`src/rtl/sync_fifo_pkg.sv`:
```
// rtl/sync_fifo_pkg.sv - default geometry constants and pointer/count width helpers for sync_fifo
package sync_fifo_pkg;

    localparam int DEFAULT_DATA_WIDTH = 32;
    localparam int DEFAULT_ADDR_WIDTH = 7;
    localparam int THRESH_MARGIN      = 4;

    // Pointers carry one extra wrap bit above the memory address.
    function automatic int ptr_width(input int addr_width);
        return addr_width + 1;
    endfunction

    // Occupancy spans 0..DEPTH inclusive, so it needs the same extra bit.
    function automatic int count_width(input int addr_width);
        return addr_width + 1;
    endfunction

    typedef logic [DEFAULT_ADDR_WIDTH:0] ptr_t;
    typedef logic [DEFAULT_ADDR_WIDTH:0] count_t;

endpackage

```
`src/rtl/sync_fifo_mem.sv`:
```
// rtl/sync_fifo_mem.sv - simple dual-port RAM; read port registered, or asynchronous under SYNC_FIFO_FWFT_EN
module sync_fifo_mem
    import sync_fifo_pkg::*;
#(
    parameter int DATA_WIDTH = DEFAULT_DATA_WIDTH,
    parameter int ADDR_WIDTH = DEFAULT_ADDR_WIDTH
) (
    input  logic                  clk,
    input  logic                  rstn,
    input  logic                  wr_en,
    input  logic [ADDR_WIDTH-1:0] wr_addr,
    input  logic [DATA_WIDTH-1:0] wr_data,
    input  logic                  rd_en,
    input  logic [ADDR_WIDTH-1:0] rd_addr,
    output logic [DATA_WIDTH-1:0] rd_data
);

    localparam int DEPTH = 1 << ADDR_WIDTH;

    logic [DATA_WIDTH-1:0] mem [DEPTH];

    // Storage array is never reset so it maps onto plain RAM.
    always_ff @(posedge clk) begin
        if (wr_en) begin
            mem[wr_addr] <= wr_data;
        end
    end

`ifdef SYNC_FIFO_FWFT_EN
    // Head word is presented combinationally; pops only move the address.
    assign rd_data = mem[rd_addr];

    logic unused_rd_ctrl;
    assign unused_rd_ctrl = &{1'b0, rd_en, rstn};
`else
    logic [DATA_WIDTH-1:0] rd_data_q;

    // Output register loads only on an accepted read and holds otherwise.
    always_ff @(posedge clk or negedge rstn) begin
        if (!rstn) begin
            rd_data_q <= '0;
        end else if (rd_en) begin
            rd_data_q <= mem[rd_addr];
        end
    end

    assign rd_data = rd_data_q;
`endif

endmodule

```
`src/rtl/sync_fifo.sv`:
```
// rtl/sync_fifo.sv - single-clock FIFO with count, thresholds and sticky errors; SYNC_FIFO_FWFT_EN selects FWFT reads
module sync_fifo
    import sync_fifo_pkg::*;
#(
    parameter int DATA_WIDTH    = DEFAULT_DATA_WIDTH,
    parameter int ADDR_WIDTH    = DEFAULT_ADDR_WIDTH,
    parameter int AFULL_THRESH  = (1 << ADDR_WIDTH) - THRESH_MARGIN,
    parameter int AEMPTY_THRESH = THRESH_MARGIN
) (
    input  logic                  clk,
    input  logic                  rstn,
    input  logic                  wr_en,
    input  logic [DATA_WIDTH-1:0] wr_data,
    input  logic                  rd_en,
    output logic [DATA_WIDTH-1:0] rd_data,
    output logic                  rd_valid,
    output logic                  full,
    output logic                  almost_full,
    output logic                  empty,
    output logic                  almost_empty,
    output logic [ADDR_WIDTH:0]   count,
    input  logic                  err_clr,
    output logic                  overflow,
    output logic                  underflow
);

    localparam int PW    = ptr_width(ADDR_WIDTH);
    localparam int CW    = count_width(ADDR_WIDTH);
    localparam int DEPTH = 1 << ADDR_WIDTH;

    localparam logic [CW-1:0] DEPTH_CNT  = CW'(DEPTH);
    localparam logic [CW-1:0] AFULL_CNT  = CW'(AFULL_THRESH);
    localparam logic [CW-1:0] AEMPTY_CNT = CW'(AEMPTY_THRESH);
    localparam logic [CW-1:0] ONE_CNT    = CW'(1);
    localparam logic [PW-1:0] ONE_PTR    = PW'(1);

    logic [PW-1:0] wr_ptr;
    logic [PW-1:0] rd_ptr;
    logic [CW-1:0] count_q;
    logic          wr_accept;
    logic          rd_accept;
    logic          overflow_q;
    logic          underflow_q;

    // Acceptance looks only at registered flags, so a full FIFO rejects a
    // write even when a read drains a slot in the same cycle (and vice versa).
    assign wr_accept = wr_en && !full;
    assign rd_accept = rd_en && !empty;

    // Flags are pure decodes of the registered count.
    assign full         = (count_q == DEPTH_CNT);
    assign empty        = (count_q == '0);
    assign almost_full  = (count_q >= AFULL_CNT);
    assign almost_empty = (count_q <= AEMPTY_CNT);
    assign count        = count_q;

    // Pointers roll over naturally; the wrap bit never needs special handling
    // because full/empty come from the explicit count.
    always_ff @(posedge clk or negedge rstn) begin
        if (!rstn) begin
            wr_ptr <= '0;
            rd_ptr <= '0;
        end else begin
            if (wr_accept) begin
                wr_ptr <= wr_ptr + ONE_PTR;
            end
            if (rd_accept) begin
                rd_ptr <= rd_ptr + ONE_PTR;
            end
        end
    end

    // Occupancy tracks wr_ptr - rd_ptr; simultaneous push and pop cancel.
    always_ff @(posedge clk or negedge rstn) begin
        if (!rstn) begin
            count_q <= '0;
        end else begin
            case ({wr_accept, rd_accept})
                2'b10:   count_q <= count_q + ONE_CNT;
                2'b01:   count_q <= count_q - ONE_CNT;
                default: count_q <= count_q;
            endcase
        end
    end

    // Sticky error flags; a fresh error in the clearing cycle keeps the flag.
    always_ff @(posedge clk or negedge rstn) begin
        if (!rstn) begin
            overflow_q  <= 1'b0;
            underflow_q <= 1'b0;
        end else begin
            if (wr_en && full) begin
                overflow_q <= 1'b1;
            end else if (err_clr) begin
                overflow_q <= 1'b0;
            end
            if (rd_en && empty) begin
                underflow_q <= 1'b1;
            end else if (err_clr) begin
                underflow_q <= 1'b0;
            end
        end
    end

    assign overflow  = overflow_q;
    assign underflow = underflow_q;

    // The wrap bits only matter for the pointer difference, which the count
    // register already carries.
    logic unused_wrap_bits;
    assign unused_wrap_bits = wr_ptr[ADDR_WIDTH] ^ rd_ptr[ADDR_WIDTH];

    sync_fifo_mem #(
        .DATA_WIDTH (DATA_WIDTH),
        .ADDR_WIDTH (ADDR_WIDTH)
    ) u_mem (
        .clk     (clk),
        .rstn    (rstn),
        .wr_en   (wr_accept),
        .wr_addr (wr_ptr[ADDR_WIDTH-1:0]),
        .wr_data (wr_data),
        .rd_en   (rd_accept),
        .rd_addr (rd_ptr[ADDR_WIDTH-1:0]),
        .rd_data (rd_data)
    );

`ifdef SYNC_FIFO_FWFT_EN
    // The head word is valid whenever anything is stored.
    assign rd_valid = !empty;
`else
    logic rd_valid_q;

    // One-cycle qualifier aligned with the registered read data.
    always_ff @(posedge clk or negedge rstn) begin
        if (!rstn) begin
            rd_valid_q <= 1'b0;
        end else begin
            rd_valid_q <= rd_accept;
        end
    end

    assign rd_valid = rd_valid_q;
`endif

endmodule
```
`config.mk`:
```
export PLATFORM = sky130hd
export DESIGN_NAME = sync_fifo
export DESIGN_NICKNAME = d
export VERILOG_FILES = /design/src/rtl/sync_fifo_pkg.sv /design/src/rtl/sync_fifo_mem.sv /design/src/rtl/sync_fifo.sv
export SDC_FILE = /design/constraint.sdc
export NUM_CORES = 2
export LEC_CHECK = 0
export BUFFER_PORTS_ARGS = -buffer_cell sky130_fd_sc_hd__buf_2
export CELL_PAD_IN_SITES_DETAIL_PLACEMENT = 2
export CELL_PAD_IN_SITES_GLOBAL_PLACEMENT = 2
export CORE_AREA = 2 2 592 535
export CTS_CLUSTER_DIAMETER = 80
export CTS_CLUSTER_SIZE = 8
export DETAILED_ROUTE_END_ITERATION = 7
export DIE_AREA = 0 0 594 537
export GPL_TIMING_DRIVEN = 0
export MAX_ROUTING_LAYER = met4
export PLACE_DENSITY = 0.88
export RECOVER_POWER = 50
export SLEW_MARGIN = 20
export SYNTH_ARGS = -nofsm -noshare
export SYNTH_HDL_FRONTEND = slang
export SYNTH_SLANG_ARGS = --single-unit
```
`constraint.sdc`:
```
create_clock -name clk -period 4.6 [get_ports clk]
set_input_delay 0.46 -clock clk [delete_from_list [all_inputs] [get_ports clk]]
set_output_delay 0.46 -clock clk [all_outputs]
set_load 0.03 [all_outputs]
```
==> qor.yml, run 1 <==
outcome:
  status: "did not finish"
  stop_stage: "3_5_place_dp"
  error: "[ERROR DPL-0033] detailed placement checks failed during check placement."
placed_design:
  finalWeightedCongestion: 1.04
  hpwlAfterDp_um: 572000
  io_buffers: 83
floorplan:
  num_rows: 195
  start_util_pct: 50.9
  die_x_um: 594
  io_pins: 84
  fp.dieH_um: 537
yosys:
  synth-edff-count: 4096
  synthArstFlopShare_pct: 1.37
  synth_nets: 7359
  yosys_warnings: 0
  syn-cell-area_um2: 159000
  synth_cells: 7317
  ys.flop_type: "edfxtp_1"
  yosys_register_bits: 4153
  synth-seq-area-share_pct: 78.2
  synthDistinctLibCells: 66
  synth.avg_cell_area_um2: 21.7
-- logic make-up after synthesis --
group	synth area share [%]
xor gates and xnor gates	0.127
AOI/OAI and AO/OA	3.83
and+or+nand+nor	1.44
muxes	14.6
adders and majority gates	0.0393
DFF	78.2
buffers and inverters	1.73
-- cell usage after synthesis, types with 7 or more instances --
| library cell | count | share of area, % |
|---|---|---|
| edfxtp_1 | 4096 | 77 |
| mux4_2 | 775 | 11 |
| mux2i_1 | 554 | 3.5 |
| a22oi_1 | 279 | 1.3 |
| nor2_1 | 179 | 0.42 |
| clkbuf_1 | 137 | 0.32 |
| a21oi_1 | 129 | 0.41 |
| nand2_1 | 127 | 0.30 |
| buf_4 | 117 | 0.55 |
| buf_2 | 96 | 0.30 |
| nand3_1 | 91 | 0.29 |
| a211oi_1 | 70 | 0.33 |
| dfrtp_1 | 57 | 0.90 |
| buf_6 | 56 | 0.40 |
| o221ai_1 | 55 | 0.30 |
| o22ai_1 | 53 | 0.21 |
| a22o_1 | 52 | 0.29 |
| a221oi_1 | 42 | 0.23 |
| o21ai_0 | 31 | 0.098 |
| a2111oi_0 | 30 | 0.17 |
| mux2_2 | 25 | 0.18 |
| nor3_1 | 25 | 0.079 |
| buf_1 | 20 | 0.047 |
| nor2b_1 | 17 | 0.067 |
| nor4_1 | 16 | 0.063 |
| xnor2_1 | 16 | 0.088 |
| a311oi_1 | 14 | 0.077 |
| a21o_1 | 13 | 0.061 |
| and3_1 | 11 | 0.043 |
| o221a_2 | 11 | 0.078 |
| o2111ai_1 | 10 | 0.055 |
| buf_8 | 9 | 0.085 |
| inv_1 | 8 | 0.019 |
| or4_1 | 8 | 0.038 |
| and2_1 | 7 | 0.028 |
| or2_2 | 7 | 0.028 |
| xor2_1 | 7 | 0.039 |
-- metrics by stage --
step | setup WS (ps) | hold WS (ps) | std cells | TNS, ps
after floorplan | 571 | 164 | 7317 | 0
after global placement | -2310 | 479 | 11537 | -6345000
==> inputs of run 2 (changes only) <==
- CELL_PAD_IN_SITES_DETAIL_PLACEMENT: 2 -> default
- CELL_PAD_IN_SITES_GLOBAL_PLACEMENT: 2 -> default
- CORE_AREA: 2 2 592 535 -> 2 2 634 636
- CTS_CLUSTER_DIAMETER: 80 -> default
- CTS_CLUSTER_SIZE: 8 -> default
- DIE_AREA: 0 0 594 537 -> 0 0 636 638
- MAX_ROUTING_LAYER: met4 -> default
- PLACE_DENSITY: 0.88 -> default
- PLACE_DENSITY_LB_ADDON: default -> 0.15
==> run 2 against run 1 <==
- the flow now finishes, with violations (capacitance limit, slew limit, setup timing)
- synthesized cell count unchanged
- synthesized area did not move
==> qor.yml, run 2 <==
finish:
  fin_util_pct: 47.3
  layout_common_cells: "edfxtp_1, mux4_2, mux2i_1, clkbuf_16, a22oi_1"
  final-seq-area_um2: 124000
  fin_cells: 13875
  synthToLayoutAreaGrowth_pct: 18.4
  final_layout_size_suffix_gt1_share_pct: 27.3
  multi_input_area_um2: 33400
  largest_register_ffs: 4096
  fin_nets: 8243
  max_flop_register: "u_mem.mem"
  n_fill_cell: 32792
  layout_commonest_cell: "edfxtp_1"
clock_network:
  clock-sinks: 4153
  cts_tree: "done"
  clock_latency_ps: 1020
  htreeDepth: 5
  numCtsBuffers: 443
  path_clk_slew_ps: 60
  cts_root_buf: "clkbuf_16"
  clock_path_buffers: 4
timing:
  setup_ws_ps: -353
  drv_slew: 2860
  fmax_mhz: 202
  skew_ps: 83.7
  finalCritPeriodShare_pct: 108
  final.setup.tns_ps: -2300
  slew_headroom_pct: -208
  setup_violations: 19
  worst_slew_pin_slew_ps: 4610
  fin_worst_hold_slack_ps: 438
  period_needed_ps: 4950
  hold_viol_final: 0
yosys:
  synth-edff-count: 4096  # unchanged
  synth_common_cells: "edfxtp_1, mux4_2, mux2i_1"  # unchanged
  yosys_warnings: 0  # unchanged
  synth-seq-area-share_pct: 78.2  # unchanged
  synth_cells: 7317  # unchanged
  synth_largest_area_cell: "edfxtp_1"  # unchanged
  synthTopCellsByArea: "edfxtp_1, mux4_2, mux2i_1, a22oi_1, dfrtp_1"  # unchanged
  ys.flop_type: "edfxtp_1"  # unchanged
  synth_nets: 7359  # unchanged
  yosysMostFrequentCell: "edfxtp_1"  # unchanged
  synthArstFlopShare_pct: 1.37  # unchanged
  synth.avg_cell_area_um2: 21.7  # unchanged
  synthDistinctLibCells: 66  # unchanged
  synth_top_area_share_pct: 77.3  # unchanged
  syn-cell-area_um2: 159000  # unchanged
  yosys_register_bits: 4153  # unchanged
critical_path:
  crit_end: "u_mem.rd_data[30]$_DFFE_PN0P_"
  r2r-start: "rd_ptr[4]$_DFFE_PN0P_"
  rrSetupSlack_ps: -350
  crit_required_ps: 5530
  arrival_ps: 5880
  critPathCaptureType: "flop"
  slowest_delay_ps: 1160
  crit_slowest_cell: "a211oi_1"
  r2r-end: "u_mem.rd_data[30]$_DFFE_PN0P_"
  cp_cell_sequence: "clkdlybuf4s15_1 -> clkbuf_2 -> clkdlybuf4s15_1 -> a211oi_1 -> a211oi_1 -> nor4_1 -> a311oi_1"
  worst_setup_path_start_kind: "flop"
  cp-startpoint: "rd_ptr[4]$_DFFE_PN0P_"
  reg2reg_depth: 7
  cp_max_fo: 10
  critical_path_class: "reg2reg"
pwr:
  switching_power_mw: 44.7
  power_leakage_nw: 59.8
  ir_drop_mv: 0.469
  p_clk_share_pct: 29.0
  intPower_mw: 75.3
  pwr-share-comb_pct: 34.9
  swShare_pct: 37.3
  power_frac_seq_pct: 36.0
  powerDensity_nw_per_um2: 637
worst_hold_path:
  hp-class: "in2reg"
detailed_routing:
  wl_um: 606000
  drt_first_iter_violations: 14618
  antenna_left: 0
  vias_per_cell: 6.26
  wl_per_cell_um: 43.7
  drc: 0
  firstDrtPassIters: 8
  num_vias: 86906
job:
  cap_viol_max_count: 44
global_routing:
  grt_max_degree: 108
  antenna_found_initial: 57
  grt_pass1_vias: 83120
  grt_pass1_wl_um: 787000
  gr-total-overflow: 0
  grt_util_all_layers_pct: 29.3
outcome:
  status: "finished with violations"  # was did not finish
  violations: "capacitance limit, slew limit, setup timing"
floorplan:
  core_area_um2: 399000
  start_util_pct: 39.9  # was 50.9%
  die_area_um2: 406000
  fp.dieH_um: 638  # was 537 µm
  io_pins: 84  # unchanged
  num_rows: 232  # was 195
  die_x_um: 636  # was 594 µm
placed_design:
  finalWeightedCongestion: 1.01  # was 1.04
  hpwlAfterDp_um: 424000  # was 572,000 µm
  placed_cells: 12966
  io_buffers: 83  # unchanged
==> run 2: cell counts after synthesis <==
Identical to the previous run, type by type.
==> run 2: worst min path at each step <==
stage               depth (start not counted)                   from                            end  slack, ps
floorplan                                   0                   rstn           count[0]$_DFFE_PN0P_        160
global placement                            1  wr_ptr[2]$_DFFE_PN0P_          wr_ptr[2]$_DFFE_PN0P_        480
detailed placement                          1                   rstn           overflow$_DFFE_PN0P_        310
CTS                                         3                   rstn  u_mem.rd_data[11]$_DFFE_PN0P_         20
global route                                4                  wr_en          wr_ptr[2]$_DFFE_PN0P_        440
finish                                      4                  wr_en          wr_ptr[2]$_DFFE_PN0P_        440
==> run 2: cell type report <==
type | count | share of cell area, %
sequential | 4153 | 66.1
multi-input combinational | 2719 | 17.7
clock buffer | 580 | 6.30
timing repair buffer | 444 | 3.69
tap | 5265 | 3.50
buffer | 430 | 1.51
clock inverter | 237 | 1.14
antenna | 37 | 0.0492
inverter | 10 | 0.0199
==> run 2: cells by family after synthesis <==
group                    share of synthesized area [%]
XOR/XNOR                                         0.127
AO/OA/AOI/OAI                                     3.83
flip-flops                                        78.2
multiplexers                                      14.6
adder cells (fa/ha/maj)                         0.0393
buffers and inverters                             1.73
AND/OR/NAND/NOR                                   1.44
==> run 2: metrics by stage <==
stage	total power, mW	area (µm²)	setup slack (ps)
finish	120	188000	-353
global route	122	188000	-0.519
CTS	119	189000	3.01
detailed placement	84.7	174000	-746
global placement	82.8	166000	-3290
floorplan	63.1	159000	571
==> run 2: power groups by stage <==
stage                     combinational (mW)  clock, mW  sequential, mW
after global placement                  38.7          0            44.1
after global routing                    41.8       36.5            43.3
after detailed placement                40.7          0            43.9
after CTS                               41.0       35.1            43.2
final                                   41.9       34.8            43.3
after floorplan                         19.1          0            43.9
==> run 2: critical path: cells and delay by family, from the launching register on <==
kind	cells	cell delay, ps
AO/OA/AOI/OAI	3	1580
buffers and inverters	3	2440
flip-flops	1	470
AND/OR/NAND/NOR	1	310
==> run 2: timing repair <==
action / in CTS / in global routing
endpoints found under the hold margin: 1418 / 0
endpoints found under the setup margin: 729 / 347
pin swaps: 9 / 0
buffers inserted: 21 / 0
gates resized for setup: 44 / 20
hold buffers: 39 / 0
==> run 2: layer usage <==
| layer | global-route usage, % | vias up | wire length [µm] |
|---|---|---|---|
| li1 | - | 32878 | - |
| met1 | 38.2 | 47141 | 225000 |
| met2 | 45.2 | 5627 | 274000 |
| met3 | 7.40 | 1238 | 65700 |
| met4 | 16.2 | 22 | 41200 |
| met5 | 0 | - | 139 |
No activity file was read; power rests on OpenSTA's default activity.
